<file path="config.mk">
export PLATFORM = sky130hd
export DESIGN_NAME = pc_fetch_ctrl_flat
export DESIGN_NICKNAME = d
export VERILOG_FILES = /design/src/rtl/pc_fetch_ctrl_if.sv /design/src/rtl/pc_fetch_ctrl.sv /design/src/flat_wrapper.sv
export SDC_FILE = /design/constraint.sdc
export NUM_CORES = 1
export LEC_CHECK = 0
export BUFFER_PORTS_ARGS = -buffer_cell sky130_fd_sc_hd__buf_2
export CAP_MARGIN = 20
export CORE_MARGIN = 4
export CORE_UTILIZATION = 52
export CTS_CLUSTER_DIAMETER = 30
export DETAILED_ROUTE_END_ITERATION = 16
export GPL_TIMING_DRIVEN = 0
export HOLD_SLACK_MARGIN = 0.02
export PLACE_DENSITY = 0.83
export SLEW_MARGIN = 20
export SYNTH_ARGS = -nofsm -noshare
export SYNTH_HDL_FRONTEND = slang
export SYNTH_SLANG_ARGS = --single-unit
</file>
<file path="constraint.sdc">
create_clock -name clk -period 5.06 [get_ports clk]
set_clock_uncertainty 0.05 [all_clocks]
set_input_delay 1.012 -clock clk [delete_from_list [all_inputs] [get_ports clk]]
set_output_delay 1.012 -clock clk [all_outputs]
set_load 0.005 [all_outputs]
</file>
<file path="src/rtl/pc_fetch_ctrl_if.sv">
`default_nettype none
// ------------------------------------------------------------------
// pc_fetch_ctrl_if : redirect/stall inputs and fetch-state outputs
// Rev 1.0
// ------------------------------------------------------------------
interface pc_fetch_ctrl_if #(
   parameter int XLEN  = 32,
   parameter int CNT_W = 16
);
   logic             stall;
   logic             redirect;
   logic             jalrsel;
   logic [XLEN-1:0]  ex_PC;
   logic [XLEN-1:0]  base;
   logic [XLEN-1:0]  ImmOp;
   logic [XLEN-1:0]  PC;
   logic [XLEN-1:0]  PC_D;
   logic             valid_D;
   logic             misaligned;
   logic [XLEN-1:0]  bad_addr;
   logic [CNT_W-1:0] redirect_cnt;

   modport master (
      output stall, redirect, jalrsel, ex_PC, base, ImmOp,
      input  PC, PC_D, valid_D, misaligned, bad_addr, redirect_cnt
   );

   modport slave (
      input  stall, redirect, jalrsel, ex_PC, base, ImmOp,
      output PC, PC_D, valid_D, misaligned, bad_addr, redirect_cnt
   );
endinterface
`default_nettype wire

</file>
<file path="src/rtl/pc_fetch_ctrl.sv">
`default_nettype none
// ------------------------------------------------------------------
// pc_fetch_ctrl : fetch PC generator with redirect, stall and trap diversion
// Rev 1.0
// ------------------------------------------------------------------
module pc_fetch_ctrl #(
   parameter int              XLEN         = 32,
   parameter logic [XLEN-1:0] RESET_VECTOR = 'h0000_0000,
   parameter logic [XLEN-1:0] TRAP_VECTOR  = 'h0000_0100,
   parameter int              CNT_W        = 16
) (
   input wire             clk,
   input wire             rst,
   pc_fetch_ctrl_if.slave bus
);

   logic [XLEN-1:0]  pc;
   logic [XLEN-1:0]  pc_d;
   logic             valid_d;
   logic             mis;
   logic [XLEN-1:0]  bad;
   logic [CNT_W-1:0] cnt;

   logic [XLEN-1:0]  sum;
   logic [XLEN-1:0]  target;
   logic             target_mis;

   // JALR clears bit 0 before the alignment check, so only bit 1 can fault there
   always_comb begin
      sum        = bus.jalrsel ? (bus.base + bus.ImmOp) : (bus.ex_PC + bus.ImmOp);
      target     = sum;
      if (bus.jalrsel) target[0] = 1'b0;
      target_mis = |target[1:0];
   end

   always_ff @(posedge clk) begin
      if (rst) begin
         pc      <= RESET_VECTOR;
         pc_d    <= '0;
         valid_d <= 1'b0;
         mis     <= 1'b0;
         bad     <= '0;
         cnt     <= '0;
      end else if (bus.redirect) begin
         valid_d <= 1'b0;
         if (cnt != {CNT_W{1'b1}}) cnt <= cnt + CNT_W'(1);
         if (target_mis) begin
            pc  <= TRAP_VECTOR;
            mis <= 1'b1;
            bad <= target;
         end else begin
            pc  <= target;
            mis <= 1'b0;
         end
      end else if (bus.stall) begin
         mis <= 1'b0;
      end else begin
         pc      <= pc + XLEN'(4);
         pc_d    <= pc;
         valid_d <= 1'b1;
         mis     <= 1'b0;
      end
   end

   assign bus.PC           = pc;
   assign bus.PC_D         = pc_d;
   assign bus.valid_D      = valid_d;
   assign bus.misaligned   = mis;
   assign bus.bad_addr     = bad;
   assign bus.redirect_cnt = cnt;

endmodule
`default_nettype wire

</file>
<file path="src/flat_wrapper.sv">
// flat-port wrapper written by rule: the top's interface ports become plain ports
module pc_fetch_ctrl_flat 
#(
   parameter int              XLEN         = 32,
   parameter logic [XLEN-1:0] RESET_VECTOR = 'h0000_0000,
   parameter logic [XLEN-1:0] TRAP_VECTOR  = 'h0000_0100,
   parameter int              CNT_W        = 16
)
  (clk, rst, bus_stall, bus_redirect, bus_jalrsel, bus_ex_PC, bus_base, bus_ImmOp, bus_PC, bus_PC_D, bus_valid_D, bus_misaligned, bus_bad_addr, bus_redirect_cnt);
  pc_fetch_ctrl_if #(.XLEN(XLEN), .CNT_W(CNT_W)) bus_i ();
  input wire clk;
  input wire rst;
  input wire logic [$bits(bus_i.stall)-1:0] bus_stall;
  input wire logic [$bits(bus_i.redirect)-1:0] bus_redirect;
  input wire logic [$bits(bus_i.jalrsel)-1:0] bus_jalrsel;
  input wire logic [$bits(bus_i.ex_PC)-1:0] bus_ex_PC;
  input wire logic [$bits(bus_i.base)-1:0] bus_base;
  input wire logic [$bits(bus_i.ImmOp)-1:0] bus_ImmOp;
  output wire logic [$bits(bus_i.PC)-1:0] bus_PC;
  output wire logic [$bits(bus_i.PC_D)-1:0] bus_PC_D;
  output wire logic [$bits(bus_i.valid_D)-1:0] bus_valid_D;
  output wire logic [$bits(bus_i.misaligned)-1:0] bus_misaligned;
  output wire logic [$bits(bus_i.bad_addr)-1:0] bus_bad_addr;
  output wire logic [$bits(bus_i.redirect_cnt)-1:0] bus_redirect_cnt;
  assign bus_i.stall = bus_stall;
  assign bus_i.redirect = bus_redirect;
  assign bus_i.jalrsel = bus_jalrsel;
  assign bus_i.ex_PC = bus_ex_PC;
  assign bus_i.base = bus_base;
  assign bus_i.ImmOp = bus_ImmOp;
  assign bus_PC = bus_i.PC;
  assign bus_PC_D = bus_i.PC_D;
  assign bus_valid_D = bus_i.valid_D;
  assign bus_misaligned = bus_i.misaligned;
  assign bus_bad_addr = bus_i.bad_addr;
  assign bus_redirect_cnt = bus_i.redirect_cnt;
  pc_fetch_ctrl #(.XLEN(XLEN), .RESET_VECTOR(RESET_VECTOR), .TRAP_VECTOR(TRAP_VECTOR), .CNT_W(CNT_W)) u_core (.clk(clk), .rst(rst), .bus(bus_i));
endmodule
</file>
; ---- After elaboration in Yosys (flattened, before gate mapping)
; Index checks and enable logic that the tools add are counted.
[op_classes]
addsub = 4
eq_ne = 2
mux = 6
bitwise_logic = 2
reduce_logical = 6
[ops]
columns = cell, n
row1 = 32-bit 2-to-1 mux, 4
row2 = 32-bit adder, 2
row3 = 32-bit by 3-bit adder with 32-bit output (second input constant), 1
row4 = 16-bit by 1-bit adder with 16-bit output (second input constant), 1
row5 = 16-bit != test (second input constant), 1
row6 = 2-bit AND reduction, 3
row7 = 2-bit OR reduction, 3
row8 = 1-bit 2-to-1 mux, 2
row9 = 2-bit by 1-bit != test with 1-bit output (second input constant), 1
row10 = 1-bit NOT, 2
[word_totals]
reg_bits = 114
out_inout_bits = 114
wordCells = 26

; ---- Longest topological paths before layout
[depth]
ltp_word = 6
depth_mapped = 13

; ---- Worst setup path before layout
; Ideal clock, no wire load.
[synth_path]
kind = input to register
from = in bus_jalrsel
to = reg u_core.bad[31] (netlist: u_core.bus.bad_addr[31])
setup_time_ps = 77
arrival_ps = 4029
t_required_ps = 4933
slack_ps = 904
path_stages = 12
cell_sequence = clkbuf_1 > clkbuf_1 > mux2_2 > ha_1 > nand2_1 > or4_1 > a2bb2oi_1 > nand3_2 > a21o_4 > o21ai_2 > or4_4 > a41oi_2
[synth_between]
elab_chain_len = 4
[synth_lines]
columns = item, line
row1 = "start, declared", flat_wrapper.sv:15  ; input wire logic [$bits(bus_i.jalrsel)-1:0] bus_jalrsel;
row2 = 32-bit 2-to-1 mux, pc_fetch_ctrl.sv:30  ; sum = bus.jalrsel ? (bus.base + bus.ImmOp) : (bus.ex_PC + bus.ImmOp);
row3 = 1-bit 2-to-1 mux, pc_fetch_ctrl.sv:32  ; if (bus.jalrsel) target[0] = 1'b0;
row4 = 2-bit OR reduction, pc_fetch_ctrl.sv:33  ; target_mis = |target[1:0];
row5 = 2-bit AND reduction (no line), -
row6 = "end signal, assigned", pc_fetch_ctrl.sv:50  ; bad <= target;
row7 = "end, declared", pc_fetch_ctrl.sv:21  ; logic [XLEN-1:0] bad;
; Parallel ways exist; a longest one is shown, timed or not.
; A chain may end at the register's enable or synchronous reset.

; ---- Worst setup path in the final report
[layout_path]
from = in bus_jalrsel
to = reg u_core.pc[25] (netlist: u_core.bus.PC[25])
[layout_between]
elab_chain_len = 5
[layout_lines]
columns = item, line
row1 = 32-bit 2-to-1 mux, pc_fetch_ctrl.sv:30
row2 = 1-bit 2-to-1 mux, pc_fetch_ctrl.sv:32
row3 = 2-bit OR reduction, pc_fetch_ctrl.sv:33
row4 = 32-bit 2-to-1 mux *, pc_fetch_ctrl.sv:47  ; if (target_mis) begin
row5 = 32-bit 2-to-1 mux *, pc_fetch_ctrl.sv:44  ; end else if (bus.redirect) begin
row6 = "end signal, assigned", pc_fetch_ctrl.sv:52  ; pc <= target;
row7 = "end signal, assigned", pc_fetch_ctrl.sv:58  ; pc <= pc + XLEN'(4);
row8 = "end, declared", pc_fetch_ctrl.sv:17  ; logic [XLEN-1:0] pc;
; Every way passes the cells marked *; elsewhere a longest branch is shown, timed or not.

==> impl_metrics.env <==
export IMPL_outcome="finished, final reports clean"
export IMPL_crit_start="bus_jalrsel"
export IMPL_area_growth_synth_to_final_pct=27.7
export IMPL_grt_setup_unrepaired="false"
export IMPL_crit_path_max_incr_delay_ns=0.54
export IMPL_cts_root_buf="clkbuf_16"
export IMPL_die_area_um2=14700
export IMPL_swShare_pct=29.8
export IMPL_clk_latency_ns=0.41
export IMPL_synth_commonest_cells="nand2_1 (136), dfxtp_1 (114), a21oi_1 (97)"
export IMPL_antenna_cells=0
export IMPL_worstSetupPathType="primary input to flip-flop"
export IMPL_grt_use_total_pct=26.9
export IMPL_worstPathMaxFanout=10
export IMPL_core_area_um2=12600
export IMPL_maxCapViolations=0
export IMPL_ctsHoldBuffers=0
export IMPL_p_per_area_nw_per_um2=333
export IMPL_nFillCells=1074
export IMPL_combPwrFrac_pct=23.5
export IMPL_p_leak_nw=3.76
export IMPL_drive_gt1_share_pct=25.9
export IMPL_p_seq_share_pct=36.0
export IMPL_p_total_w=0.00283
export IMPL_pwr_share_clk_pct=40.5
export IMPL_yosys_area_top_type="dfxtp_1"
export IMPL_critPathTopFamily="compound AO/OA/AOI/OAI gates"
export IMPL_p_int_w=0.00199
export IMPL_fin_nets=1197
export IMPL_path_buf_inv=3
export IMPL_cts_resized_gates=0
export IMPL_r2r_start="u_core.bus.PC[4]"
export IMPL_hold_violations=0
export IMPL_drt_iter0_drc=461
export IMPL_grt_pass1_vias=6389
export IMPL_hold_class="flip-flop to flip-flop"
export IMPL_synth_top_area_share_pct=34.3
export IMPL_switching_power_w=0.000842
export IMPL_synth_warnings=0
export IMPL_syn_area_um2=6650
export IMPL_wl_um=20200
export IMPL_cp_common_cell="clkbuf_1"
export IMPL_clk_pin_slew_worst_paths_ns=0.05
export IMPL_die_h_um=121
export IMPL_crit_chain="clkbuf_1 > clkbuf_1 > mux2i_1 > inv_1 > ha_1 > a211oi_1 > o21a_1 > a2bb2oi_1 > nand3_2 > a311o_1 > a41oi_1 > xor2_1 > o22ai_1"
export IMPL_die_x_um=121
export IMPL_vias=6964
export IMPL_synth_area_leaders="dfxtp_1 (34%), nand2_1 (7.7%), a21oi_1 (7.3%)"
export IMPL_ios=215
export IMPL_max_vdd_ir_drop_uv=276
export IMPL_final_setup_viol_count=0
export IMPL_r2r_cells=8
export IMPL_cp_slowest_cell="clkbuf_1"
export IMPL_synth_edff_count=0
export IMPL_rows=41
export IMPL_critPathCapture="u_core.bus.PC[25]"
export IMPL_synth_cell_types=58
export IMPL_dp_hpwl_um=15700
export IMPL_cp_start_kind="primary input"
export IMPL_syn_nets=966
export IMPL_drc=0
export IMPL_gr_total_overflow=0
export IMPL_antenna_found_initial=0
export IMPL_cts_tree="done"
export IMPL_syn_avg_cell_area_um2=8.00
export IMPL_clock_sinks=114
export IMPL_io_buffer_count=212
export IMPL_rr_endpoint="u_core.bus.PC[31]"
export IMPL_worstHoldStart="u_core.bus.PC_D[4]"
export IMPL_slew_violations=0
export IMPL_crit_path_end_kind="flip-flop"
export IMPL_cts_max_level=4
export IMPL_worst_ep_required_time_ns=5.29
export IMPL_async_flop_share_pct=0
export IMPL_numCtsBuffers=17
export IMPL_rrSetupSlack_ns=2.54
export IMPL_drt_pre_antenna_iters=5
export IMPL_yosysMostFrequentCell="nand2_1"
export IMPL_gp_congestion=0.870
export IMPL_initial_core_util_pct=52.9
export IMPL_wl_per_cell_um=16.2
export IMPL_cts_setup_buffers=0
export IMPL_period_minus_slack_ns=4.48
export IMPL_slew_headroom_pct=56.8
export IMPL_synth_seq_cells=114
export IMPL_cp_depth=13
export IMPL_detail_route_vias_per_cell=5.59
export IMPL_grt_max_degree=17
export IMPL_worstPathArrival_ns=4.71
export IMPL_ant_nets=0
export IMPL_cts_buffer_depth=2
export IMPL_ys_flop_type="dfxtp_1"
export IMPL_yosysSeqAreaShare_pct=34.3
export IMPL_fin_setup_tns_ns=0
export IMPL_syn_inst=831
export IMPL_min_period_over_period_pct=88.6
export IMPL_worst_slew_pin_slew_ns=0.644
export IMPL_fmax_mhz=223
export IMPL_grt_pass1_wl_um=31500
## worst reg2reg max path, delay by kind of cell (launching register included)
kind            cells  cell delay [ns]
simple gates        6             1.53
flops               1             0.49
xor+xnor            1             0.16
compound gates      1             0.18
## sequential cells by signal, indices dropped and copies added (netlist names)
name	flops
u_core.bus.PC	32
u_core.bus.PC_D	32
u_core.bus.bad_addr	32
u_core.bus.redirect_cnt	16
u_core.bus.misaligned	1
u_core.bus.valid_D	1
## per-layer routing
| metal | wire, um | part of all wire, % | GRT usage, % | vias to the layer above |
|---|---|---|---|---|
| met5 | 0 | 0 | 0 | - |
| met4 | 636 | 3.2 | 10.1 | 0 |
| met3 | 1850 | 9.2 | 7.27 | 42 |
| met2 | 9120 | 45 | 43.0 | 309 |
| met1 | 8570 | 42 | 34.6 | 3200 |
| li1 | - | - | - | 3413 |
## power by group through the flow
stage	combinational, W	sequential [W]	clock, W
6_report	0.000665	0.00102	0.00115
3_5_place_dp	0.000650	0.00103	0
5_1_grt	0.000733	0.00102	0.00119
3_3_place_gp	0.000640	0.00103	0
2_1_floorplan	0.000412	0.00103	0
4_1_cts	0.000656	0.00102	0.00114
## per-stage QoR
step / area (um2) / cells / hold WS, ns / utilization (%) / worst slack [ns]
floorplan: 6650 / 831 / 0.403 / - / 0.904
global placement: 7920 / 1215 / 0.388 / 63.0 / 0.153
detailed placement: 7920 / 1215 / 0.394 / 63.0 / 0.166
CTS: 8480 / 1245 / 0.401 / 67.5 / 0.570
global route: 8480 / 1245 / 0.421 / 67.5 / 0.286
finish: 8480 / 1245 / 0.397 / 67.5 / 0.579
## worst min path at each step
stage	endpoint	slack, ns	cells past startpoint
3_3_place_gp	u_core.bus.bad_addr[15]	0.39	2
4_1_cts	u_core.bus.PC_D[30]	0.40	2
6_report	u_core.bus.PC_D[4]	0.40	2
3_5_place_dp	u_core.bus.PC_D[30]	0.39	2
5_1_grt	u_core.bus.PC_D[1]	0.42	2
2_1_floorplan	u_core.bus.PC_D[0]	0.40	2
## cell families (layout without fill, tap and decap cells)
family	count (synthesis)	after routing	share of synthesized area, %
mux	34	34	5.69
xor+xnor	63	63	8.30
fa+ha+maj	34	34	6.51
compound gates	212	212	19.5
buf+inv	54	296	3.05
simple gates	320	320	22.6
flops	114	114	34.3
## final cells by class
type / count / area, um2 / share of cell area, %
plain buffers: 43 / 161 / 1.90
clock buffers: 24 / 482 / 5.68
clock inverters: 6 / 80.1 / 0.944
inverters: 11 / 41.3 / 0.487
multi-input cells: 663 / 4160 / 49.0
flip-flops and latches: 114 / 2280 / 26.9
well taps: 172 / 215 / 2.54
repair buffers: 212 / 1060 / 12.5
## cell usage in the layout (no fill, tap or decap), types with 30 or more instances in the layout
cell,count
buf_2,212
xor2_1,38
clkbuf_1,44
a21oi_1,97
dfxtp_1,114
o21ai_0,31
nand2_1,136
mux2_2,30
nor2_1,64
ha_1,33
(Power assumes the default switching activity.)
